**src/rtl/dcache_ctrl_if.sv**
```systemverilog
// dcache_ctrl_if: signal bundle around the data-cache controller.
//   cpu_req_* / cpu_rsp_* : LSU request port (controller accepts requests)
//   mem_req_* / mem_rsp_* : memory bus (controller issues writebacks/refills)
// Modports:
//   master : LSU plus memory side (drives CPU requests, memory ready/response)
//   slave  : cache controller
interface dcache_ctrl_if #(
    parameter int unsigned ADDR_WD = 32,
    parameter int unsigned DATA_WD = 32
);
    localparam int unsigned BE_WD = DATA_WD / 8;

    logic               cpu_req_valid;
    logic               cpu_req_ready;
    logic               cpu_req_we;
    logic [ADDR_WD-1:0] cpu_req_addr;
    logic [DATA_WD-1:0] cpu_req_wdata;
    logic [BE_WD-1:0]   cpu_req_be;
    logic               cpu_rsp_valid;
    logic [DATA_WD-1:0] cpu_rsp_rdata;

    logic               mem_req_valid;
    logic               mem_req_ready;
    logic               mem_req_we;
    logic [ADDR_WD-1:0] mem_req_addr;
    logic [DATA_WD-1:0] mem_req_wdata;
    logic               mem_rsp_valid;
    logic [DATA_WD-1:0] mem_rsp_rdata;

    modport master (
        output cpu_req_valid, cpu_req_we, cpu_req_addr, cpu_req_wdata, cpu_req_be,
        input  cpu_req_ready, cpu_rsp_valid, cpu_rsp_rdata,
        input  mem_req_valid, mem_req_we, mem_req_addr, mem_req_wdata,
        output mem_req_ready, mem_rsp_valid, mem_rsp_rdata
    );

    modport slave (
        input  cpu_req_valid, cpu_req_we, cpu_req_addr, cpu_req_wdata, cpu_req_be,
        output cpu_req_ready, cpu_rsp_valid, cpu_rsp_rdata,
        output mem_req_valid, mem_req_we, mem_req_addr, mem_req_wdata,
        input  mem_req_ready, mem_rsp_valid, mem_rsp_rdata
    );
endinterface

```
**src/rtl/dcache_ctrl.sv**
```systemverilog
// dcache_ctrl: direct-mapped, write-back, write-allocate data cache controller,
// one data word per line. Owns the line array and sequences lookup, dirty-victim
// writeback and refill.
// Ports:
//   clk  : clock, rising edge
//   rst  : synchronous active-high reset (invalidates every line)
//   bus  : dcache_ctrl_if.slave, LSU request/response and memory bus
//   perf_hit_cnt / perf_miss_cnt : saturating lookup counters, present only
//                                  when DCACHE_PERF_CNT_EN is defined
// Optional feature macro: DCACHE_PERF_CNT_EN
module dcache_ctrl #(
    parameter int unsigned ADDR_WD   = 32,
    parameter int unsigned DATA_WD   = 32,
    parameter int unsigned INDEX_WD  = 6,
    parameter int unsigned OFFSET_WD = 2
) (
    input  logic         clk,
    input  logic         rst,
`ifdef DCACHE_PERF_CNT_EN
    output logic [31:0]  perf_hit_cnt,
    output logic [31:0]  perf_miss_cnt,
`endif
    dcache_ctrl_if.slave bus
);
    localparam int unsigned TAG_WD    = ADDR_WD - INDEX_WD - OFFSET_WD;
    localparam int unsigned LINE_AW   = ADDR_WD - OFFSET_WD;
    localparam int unsigned BE_WD     = DATA_WD / 8;
    localparam int unsigned NUM_LINES = 1 << INDEX_WD;

    typedef struct packed {
        logic               valid;
        logic               dirty;
        logic [DATA_WD-1:0] data;
        logic [TAG_WD-1:0]  tag;
    } line_t;

    typedef enum logic [2:0] {
        IDLE    = 3'd0,
        LOOKUP  = 3'd1,
        WB_REQ  = 3'd2,
        RF_REQ  = 3'd3,
        RF_WAIT = 3'd4
    } state_t;

    state_t              state_q;
    state_t              state_d;

    logic                req_we_q;
    logic [LINE_AW-1:0]  req_line_q;
    logic [DATA_WD-1:0]  req_wdata_q;
    logic [BE_WD-1:0]    req_be_q;

    line_t               lines [NUM_LINES];

    logic [INDEX_WD-1:0] req_index;
    logic [TAG_WD-1:0]   req_tag;
    line_t               cur_line;
    logic                hit;
    logic                victim_dirty;
    logic                accept;
    logic                refill;

    // Offset bits never select data: one word per line.
    logic                unused_offset;
    assign unused_offset = ^bus.cpu_req_addr[OFFSET_WD-1:0];

    assign req_index    = req_line_q[INDEX_WD-1:0];
    assign req_tag      = req_line_q[LINE_AW-1:INDEX_WD];
    assign cur_line     = lines[req_index];
    assign hit          = cur_line.valid && (cur_line.tag == req_tag);
    assign victim_dirty = cur_line.valid && cur_line.dirty;
    assign accept       = bus.cpu_req_valid && bus.cpu_req_ready;
    assign refill       = (state_q == RF_WAIT) && bus.mem_rsp_valid;

    // Byte-enable merge of store data into an existing line word.
    function automatic logic [DATA_WD-1:0] merge_bytes(
        input logic [DATA_WD-1:0] old_data,
        input logic [DATA_WD-1:0] new_data,
        input logic [BE_WD-1:0]   be
    );
        logic [DATA_WD-1:0] res;
        res = old_data;
        for (int unsigned i = 0; i < BE_WD; i++) begin
            if (be[i]) begin
                res[i*8 +: 8] = new_data[i*8 +: 8];
            end
        end
        return res;
    endfunction

    // State register.
    always_ff @(posedge clk) begin
        if (rst) begin
            state_q <= IDLE;
        end else begin
            state_q <= state_d;
        end
    end

    // Next-state logic.
    always_comb begin
        state_d = state_q;
        case (state_q)
            IDLE: begin
                if (accept) begin
                    state_d = LOOKUP;
                end
            end
            LOOKUP: begin
                if (hit) begin
                    state_d = IDLE;
                end else if (victim_dirty) begin
                    state_d = WB_REQ;
                end else begin
                    state_d = RF_REQ;
                end
            end
            WB_REQ: begin
                if (bus.mem_req_ready) begin
                    state_d = RF_REQ;
                end
            end
            RF_REQ: begin
                if (bus.mem_req_ready) begin
                    state_d = RF_WAIT;
                end
            end
            RF_WAIT: begin
                if (bus.mem_rsp_valid) begin
                    state_d = LOOKUP;
                end
            end
            default: state_d = IDLE;
        endcase
    end

    // Outputs decoded from state and the selected line; stable while a
    // memory request waits for ready because nothing writes the array then.
    always_comb begin
        bus.cpu_req_ready = 1'b0;
        bus.cpu_rsp_valid = 1'b0;
        bus.cpu_rsp_rdata = '0;
        bus.mem_req_valid = 1'b0;
        bus.mem_req_we    = 1'b0;
        bus.mem_req_addr  = '0;
        bus.mem_req_wdata = '0;
        case (state_q)
            IDLE: begin
                // Held low while reset is asserted, high the first cycle after.
                bus.cpu_req_ready = !rst;
            end
            LOOKUP: begin
                if (hit) begin
                    bus.cpu_rsp_valid = 1'b1;
                    bus.cpu_rsp_rdata = req_we_q ? '0 : cur_line.data;
                end
            end
            WB_REQ: begin
                bus.mem_req_valid = 1'b1;
                bus.mem_req_we    = 1'b1;
                bus.mem_req_addr  = {cur_line.tag, req_index, {OFFSET_WD{1'b0}}};
                bus.mem_req_wdata = cur_line.data;
            end
            RF_REQ: begin
                bus.mem_req_valid = 1'b1;
                bus.mem_req_addr  = {req_tag, req_index, {OFFSET_WD{1'b0}}};
            end
            default: ;
        endcase
    end

    // Request register and line array. Tag/data need no reset: valid gates them.
    always_ff @(posedge clk) begin
        if (rst) begin
            req_we_q    <= 1'b0;
            req_line_q  <= '0;
            req_wdata_q <= '0;
            req_be_q    <= '0;
            for (int unsigned i = 0; i < NUM_LINES; i++) begin
                lines[INDEX_WD'(i)].valid <= 1'b0;
                lines[INDEX_WD'(i)].dirty <= 1'b0;
            end
        end else begin
            if (accept) begin
                req_we_q    <= bus.cpu_req_we;
                req_line_q  <= bus.cpu_req_addr[ADDR_WD-1:OFFSET_WD];
                req_wdata_q <= bus.cpu_req_wdata;
                req_be_q    <= bus.cpu_req_be;
            end
            if ((state_q == LOOKUP) && hit && req_we_q) begin
                lines[req_index].data  <= merge_bytes(cur_line.data, req_wdata_q, req_be_q);
                lines[req_index].dirty <= 1'b1;
            end
            if (refill) begin
                lines[req_index] <= '{valid: 1'b1, dirty: 1'b0,
                                      data: bus.mem_rsp_rdata, tag: req_tag};
            end
        end
    end

`ifdef DCACHE_PERF_CNT_EN
    // Marks the lookup that follows a refill so it is not counted as a hit.
    logic post_refill_q;

    // Saturating hit/miss counters.
    always_ff @(posedge clk) begin
        if (rst) begin
            post_refill_q <= 1'b0;
            perf_hit_cnt  <= '0;
            perf_miss_cnt <= '0;
        end else begin
            if (refill) begin
                post_refill_q <= 1'b1;
            end else if (accept) begin
                post_refill_q <= 1'b0;
            end
            if (state_q == LOOKUP) begin
                if (hit && !post_refill_q && (perf_hit_cnt != 32'hFFFF_FFFF)) begin
                    perf_hit_cnt <= perf_hit_cnt + 32'd1;
                end
                if (!hit && (perf_miss_cnt != 32'hFFFF_FFFF)) begin
                    perf_miss_cnt <= perf_miss_cnt + 32'd1;
                end
            end
        end
    end
`endif

endmodule

```
**src/flat_wrapper.sv**
```systemverilog
// flat-port wrapper written by rule: the top's interface ports become plain ports
module dcache_ctrl_flat 
#(
    parameter int unsigned ADDR_WD   = 32,
    parameter int unsigned DATA_WD   = 32,
    parameter int unsigned INDEX_WD  = 6,
    parameter int unsigned OFFSET_WD = 2
)
  (clk, rst, bus_cpu_req_valid, bus_cpu_req_we, bus_cpu_req_addr, bus_cpu_req_wdata, bus_cpu_req_be, bus_cpu_req_ready, bus_cpu_rsp_valid, bus_cpu_rsp_rdata, bus_mem_req_valid, bus_mem_req_we, bus_mem_req_addr, bus_mem_req_wdata, bus_mem_req_ready, bus_mem_rsp_valid, bus_mem_rsp_rdata);
  dcache_ctrl_if #(.ADDR_WD(ADDR_WD), .DATA_WD(DATA_WD)) bus_i ();
  input  logic clk;
  input  logic rst;
  input wire logic [$bits(bus_i.cpu_req_valid)-1:0] bus_cpu_req_valid;
  input wire logic [$bits(bus_i.cpu_req_we)-1:0] bus_cpu_req_we;
  input wire logic [$bits(bus_i.cpu_req_addr)-1:0] bus_cpu_req_addr;
  input wire logic [$bits(bus_i.cpu_req_wdata)-1:0] bus_cpu_req_wdata;
  input wire logic [$bits(bus_i.cpu_req_be)-1:0] bus_cpu_req_be;
  output wire logic [$bits(bus_i.cpu_req_ready)-1:0] bus_cpu_req_ready;
  output wire logic [$bits(bus_i.cpu_rsp_valid)-1:0] bus_cpu_rsp_valid;
  output wire logic [$bits(bus_i.cpu_rsp_rdata)-1:0] bus_cpu_rsp_rdata;
  output wire logic [$bits(bus_i.mem_req_valid)-1:0] bus_mem_req_valid;
  output wire logic [$bits(bus_i.mem_req_we)-1:0] bus_mem_req_we;
  output wire logic [$bits(bus_i.mem_req_addr)-1:0] bus_mem_req_addr;
  output wire logic [$bits(bus_i.mem_req_wdata)-1:0] bus_mem_req_wdata;
  input wire logic [$bits(bus_i.mem_req_ready)-1:0] bus_mem_req_ready;
  input wire logic [$bits(bus_i.mem_rsp_valid)-1:0] bus_mem_rsp_valid;
  input wire logic [$bits(bus_i.mem_rsp_rdata)-1:0] bus_mem_rsp_rdata;
  assign bus_i.cpu_req_valid = bus_cpu_req_valid;
  assign bus_i.cpu_req_we = bus_cpu_req_we;
  assign bus_i.cpu_req_addr = bus_cpu_req_addr;
  assign bus_i.cpu_req_wdata = bus_cpu_req_wdata;
  assign bus_i.cpu_req_be = bus_cpu_req_be;
  assign bus_cpu_req_ready = bus_i.cpu_req_ready;
  assign bus_cpu_rsp_valid = bus_i.cpu_rsp_valid;
  assign bus_cpu_rsp_rdata = bus_i.cpu_rsp_rdata;
  assign bus_mem_req_valid = bus_i.mem_req_valid;
  assign bus_mem_req_we = bus_i.mem_req_we;
  assign bus_mem_req_addr = bus_i.mem_req_addr;
  assign bus_mem_req_wdata = bus_i.mem_req_wdata;
  assign bus_i.mem_req_ready = bus_mem_req_ready;
  assign bus_i.mem_rsp_valid = bus_mem_rsp_valid;
  assign bus_i.mem_rsp_rdata = bus_mem_rsp_rdata;
  dcache_ctrl #(.ADDR_WD(ADDR_WD), .DATA_WD(DATA_WD), .INDEX_WD(INDEX_WD), .OFFSET_WD(OFFSET_WD)) u_core (.clk(clk), .rst(rst), .bus(bus_i));
endmodule
```
**config.mk**
```make
export PLATFORM = sky130hd
export DESIGN_NAME = dcache_ctrl_flat
export DESIGN_NICKNAME = d
export VERILOG_FILES = /design/src/rtl/dcache_ctrl_if.sv /design/src/rtl/dcache_ctrl.sv /design/src/flat_wrapper.sv
export SDC_FILE = /design/constraint.sdc
export NUM_CORES = 2
export LEC_CHECK = 0
export CELL_PAD_IN_SITES_DETAIL_PLACEMENT = 0
export CELL_PAD_IN_SITES_GLOBAL_PLACEMENT = 1
export CORE_UTILIZATION = 50
export DETAILED_ROUTE_END_ITERATION = 10
export PLACE_DENSITY_LB_ADDON = 0.3
export SYNTH_ARGS = -nofsm -noshare
export SYNTH_HDL_FRONTEND = slang
export SYNTH_SLANG_ARGS = --single-unit
```
**constraint.sdc**
```tcl
create_clock -name clk -period 6.22 [get_ports clk]
set_input_delay 1.244 -clock clk [delete_from_list [all_inputs] [get_ports clk]]
set_output_delay 1.244 -clock clk [all_outputs]
set_load 0.005 [all_outputs]
```
==> results summary <==
The flow ran to the end, but the final reports show violations. The final reports fail on setup timing. From bottom edge to top edge, the die measures 547 um. The most frequent cell on the critical path is sky130_fd_sc_hd__buf_12. The cell area after technology mapping came out at 149000 um2. The highest clock rate is 0.156 GHz. Setup repair after global routing could not meet its margin everywhere. For this run, the total global-route usage over all layers was measured as 28.3%. Leaving out fill and tap cells, the most frequent cell in the layout is sky130_fd_sc_hd__edfxtp_1. The leakage power total came out at 0.0556 uW. The minimum hold slack is 452 ps. The routed via count is 78900. The number of buffer and inverter instances along the worst setup path is 10. The number of hold violations in the final report is 0. The largest total area in the synthesized netlist belongs to sky130_fd_sc_hd__edfxtp_1. For this design, the CTS-stage hold fixing added 0 buffers. The area added between synthesis and finish came out at 18.4%. After synthesis, the cell types taking the most area are sky130_fd_sc_hd__edfxtp_1, sky130_fd_sc_hd__mux4_2, sky130_fd_sc_hd__mux2i_1. The number of CTS-inserted buffers came out at 379. The tightest min-delay check is of the register to register type. Dividing the synthesized area by the synthesized cell count gives 20.1 um2.

The detailed router finished its first iteration with 10400 violations. Wires add up to 428000 um. Measured against its own limit, the worst slew margin works out to 22.8%. The signal on the critical path passes through buf_12 -> buf_12 -> buf_16 -> nor2b_4 -> buf_12 -> buf_4 -> a21oi_1 -> nand3_1 -> nand4_1 -> o21a_1 -> nor4_4 -> o2111ai_4 -> nor4_4 -> buf_4 -> nand4b_1 -> buf_6 -> buf_16 -> buf_12 -> nor2_4 -> buf_2. The routed wire length per instance came out at 34.6 um. Counting every sink on the clock net gives 3788. The arrival time of the worst setup path came out at 5160 ps.

The horizontal die dimension is 547 um. The highest net fanout along the worst path came out at 11. The gate count after technology mapping came out at 7390. The number of violations of the max-capacitance limit is 0. The worst path uses 103% of the clock period. The post-layout minimum cycle time is 6410 ps. During I/O placement, the number of pins put on the boundary was 206. The worst-case setup margin in the final layout came out at -185 ps. The largest single stage delay on the critical path is 410 ps.

The final total power is 71600 uW. Power spread over the standard cell area amounts to 407 nW/um2. After floorplanning, the core was sized to cover 295000 um2. The async set or reset register ratio after synthesis is 0%. The die covers 300000 um2. The H-tree depth reported by CTS came out at 5. The total length of routed met3 wires is 36200 um.

Yosys printed 0 warnings. Before antenna repair, the detailed router went through 7 iterations. The logic depth of the worst register-to-register path is 20. The post-route met1 wirelength came out at 158000 um.

In the layout the commonest cells are sky130_fd_sc_hd__edfxtp_1, sky130_fd_sc_hd__mux4_2, sky130_fd_sc_hd__mux2i_1, sky130_fd_sc_hd__clkbuf_16, sky130_fd_sc_hd__buf_4. The final routed DRC violation total is 0. Summed over all nets, the half-perimeter wirelength after detailed placement is 248000 um. The wire length of the first global-routing pass is 596000 um. The clock-pin slew reported for the worst setup and hold paths after clock tree synthesis came out at 60 ps. The post-synthesis sequential element count is 3788.

The total number of nets in the final design came out at 8229. The share of the synthesized area in the top cell type is 73.6%. The worst setup path is launched from a register.

The most used flip-flop cell after synthesis is sky130_fd_sc_hd__edfxtp_1. The worst clock skew is 45.5 ps. The clock reaches the later pin of the worst-skew pair after 950 ps. After detailed routing, no signal wire sits above met5.

The initial antenna violation count came out at 12. The family with the most delay on the worst path is buffers and inverters. The maximum number of buffers from clock root to sink came out at 4. The worst setup path is captured at an output pin. The number of unique standard cell types used by synthesis is 76.

The share of the core filled with cells came out at 59.7%. The logic depth of the worst setup path including buffers is 20. The detailed-routed wire length on met2 is 213000 um. The depth of the worst hold-timing path came out at 1. The site row count came out at 199. The antenna violation net count after detailed routing came out at 0. The worst slack after detailed placement is -128 ps. Sequential elements use 75.5% of the synthesized area.

The fraction of final layout cells sized beyond drive strength 1 came out at 28.9%. The standard cell with the maximum stage delay on the critical path is sky130_fd_sc_hd__dfxtp_4. The layout filler cell count is 20800. The largest net degree at the start of global routing is 120. The library cell used as clock root buffer is sky130_fd_sc_hd__clkbuf_16. The final weighted congestion in routability-driven placement is 0.869. VDD sags by at most 1020 uV. The class of the most critical setup path is register to output pin.

The total count of max-transition violations in the final report is 0. In the routed layout, each cell is associated on average with a via count of 6.39. The total global routing overflow came out at 0. The transition time of the tightest slew-check pin is 1160 ps. The clock tree from TritonCTS is built. The synthesized design contains 3648 enable-type register cells.

The via count of the first global-routing pass came out at 79000. The initial core utilization is 50.5%. The number of setup violations in the final report is 32. The number of input and output port buffers inserted is 201. For the worst setup path, the data required time is 4980 ps.
-- what timing repair did --
action,in CTS,in global routing
setup endpoints to repair,64,56
gates cloned,24,9
resized for setup,211,121
pin swaps,25,12
setup buffers,62,8
-- sequential cells by signal, indices dropped and copies added (netlist names), named ones only --
register,flops
u_core.req_we_q,1
u_core.req_line_q,30
u_core.state_q,3
u_core.req_wdata_q,32
u_core.req_be_q,4
u_core.lines,3712
-- logic make-up (layout without fill, tap and decap cells) --
family | after synthesis | count (layout) | share of synthesized area (%)
flip-flops | 3788 | 3788 | 75.5
buffers and inverters | 536 | 1582 | 1.70
other | 1 | 7 | 0.00252
multiplexers | 1362 | 1362 | 16.5
AND/OR/NAND/NOR | 1043 | 1043 | 3.21
XOR/XNOR | 15 | 15 | 0.0883
AO/OA/AOI/OAI | 645 | 645 | 3.02
-- cells in the mapped netlist (all sizes together), types with 31 or more instances --
cell,number
a31oi,49
buf,263
mux4,866
mux2i,482
nand2,355
o21ai,54
nand3,160
edfxtp,3648
a21o,65
nand4,31
nor2,220
a21oi,97
clkbuf,234
dfxtp,140
inv,38
nor3,165
a211oi,77
a22oi,179
-- through the flow --
stage	cells	instance area [um2]	TNS, ps
after floorplan	7391	149000	0
after global placement	11600	161000	-4560
after detailed placement	11600	161000	-3110
after CTS	12300	176000	-8390
after global routing	12400	176000	-5790
final	12400	176000	-3310
-- final cells by class --
class,instances,area [um2],area share (%)
multi-input combinational,3067,36100,20.5
clock buffer,457,9890,5.62
inverter,39,166,0.0945
sequential,3788,112000,63.8
antenna,5,12.5,0.00711
tap,3919,4900,2.78
clock inverter,238,2370,1.35
timing repair buffer,848,10200,5.80
-- worst paths after layout --
kind / startpoint / end / slack (ps)
min reg2reg: u_core.lines[29][57]$_DFF_P_ / u_core.lines[29][57]$_DFF_P_ / 450
min: u_core.lines[29][57]$_DFF_P_ / u_core.lines[29][57]$_DFF_P_ / 450
max reg2reg: register / u_core.lines[45][38]$_DFFE_PP_ / 1070
max: register / bus_cpu_rsp_rdata[2] / -190
-- power breakdown --
| part | internal (uW) | switching (uW) | total, uW | leakage, uW |
|---|---|---|---|---|
| sequential | 31900 | 269 | 32200 | 0.0344 |
| combinational | 5980 | 10800 | 16700 | 0.0152 |
| clock | 12900 | 9780 | 22700 | 0.00595 |
-- layer usage --
layer,global-route usage (%),up-vias
li1,-,32000
met1,36.9,41900
met2,47.2,4272
met3,4.44,760
met4,12.5,2
met5,0,-
Note: power is estimated with default switching activity, not from simulation.
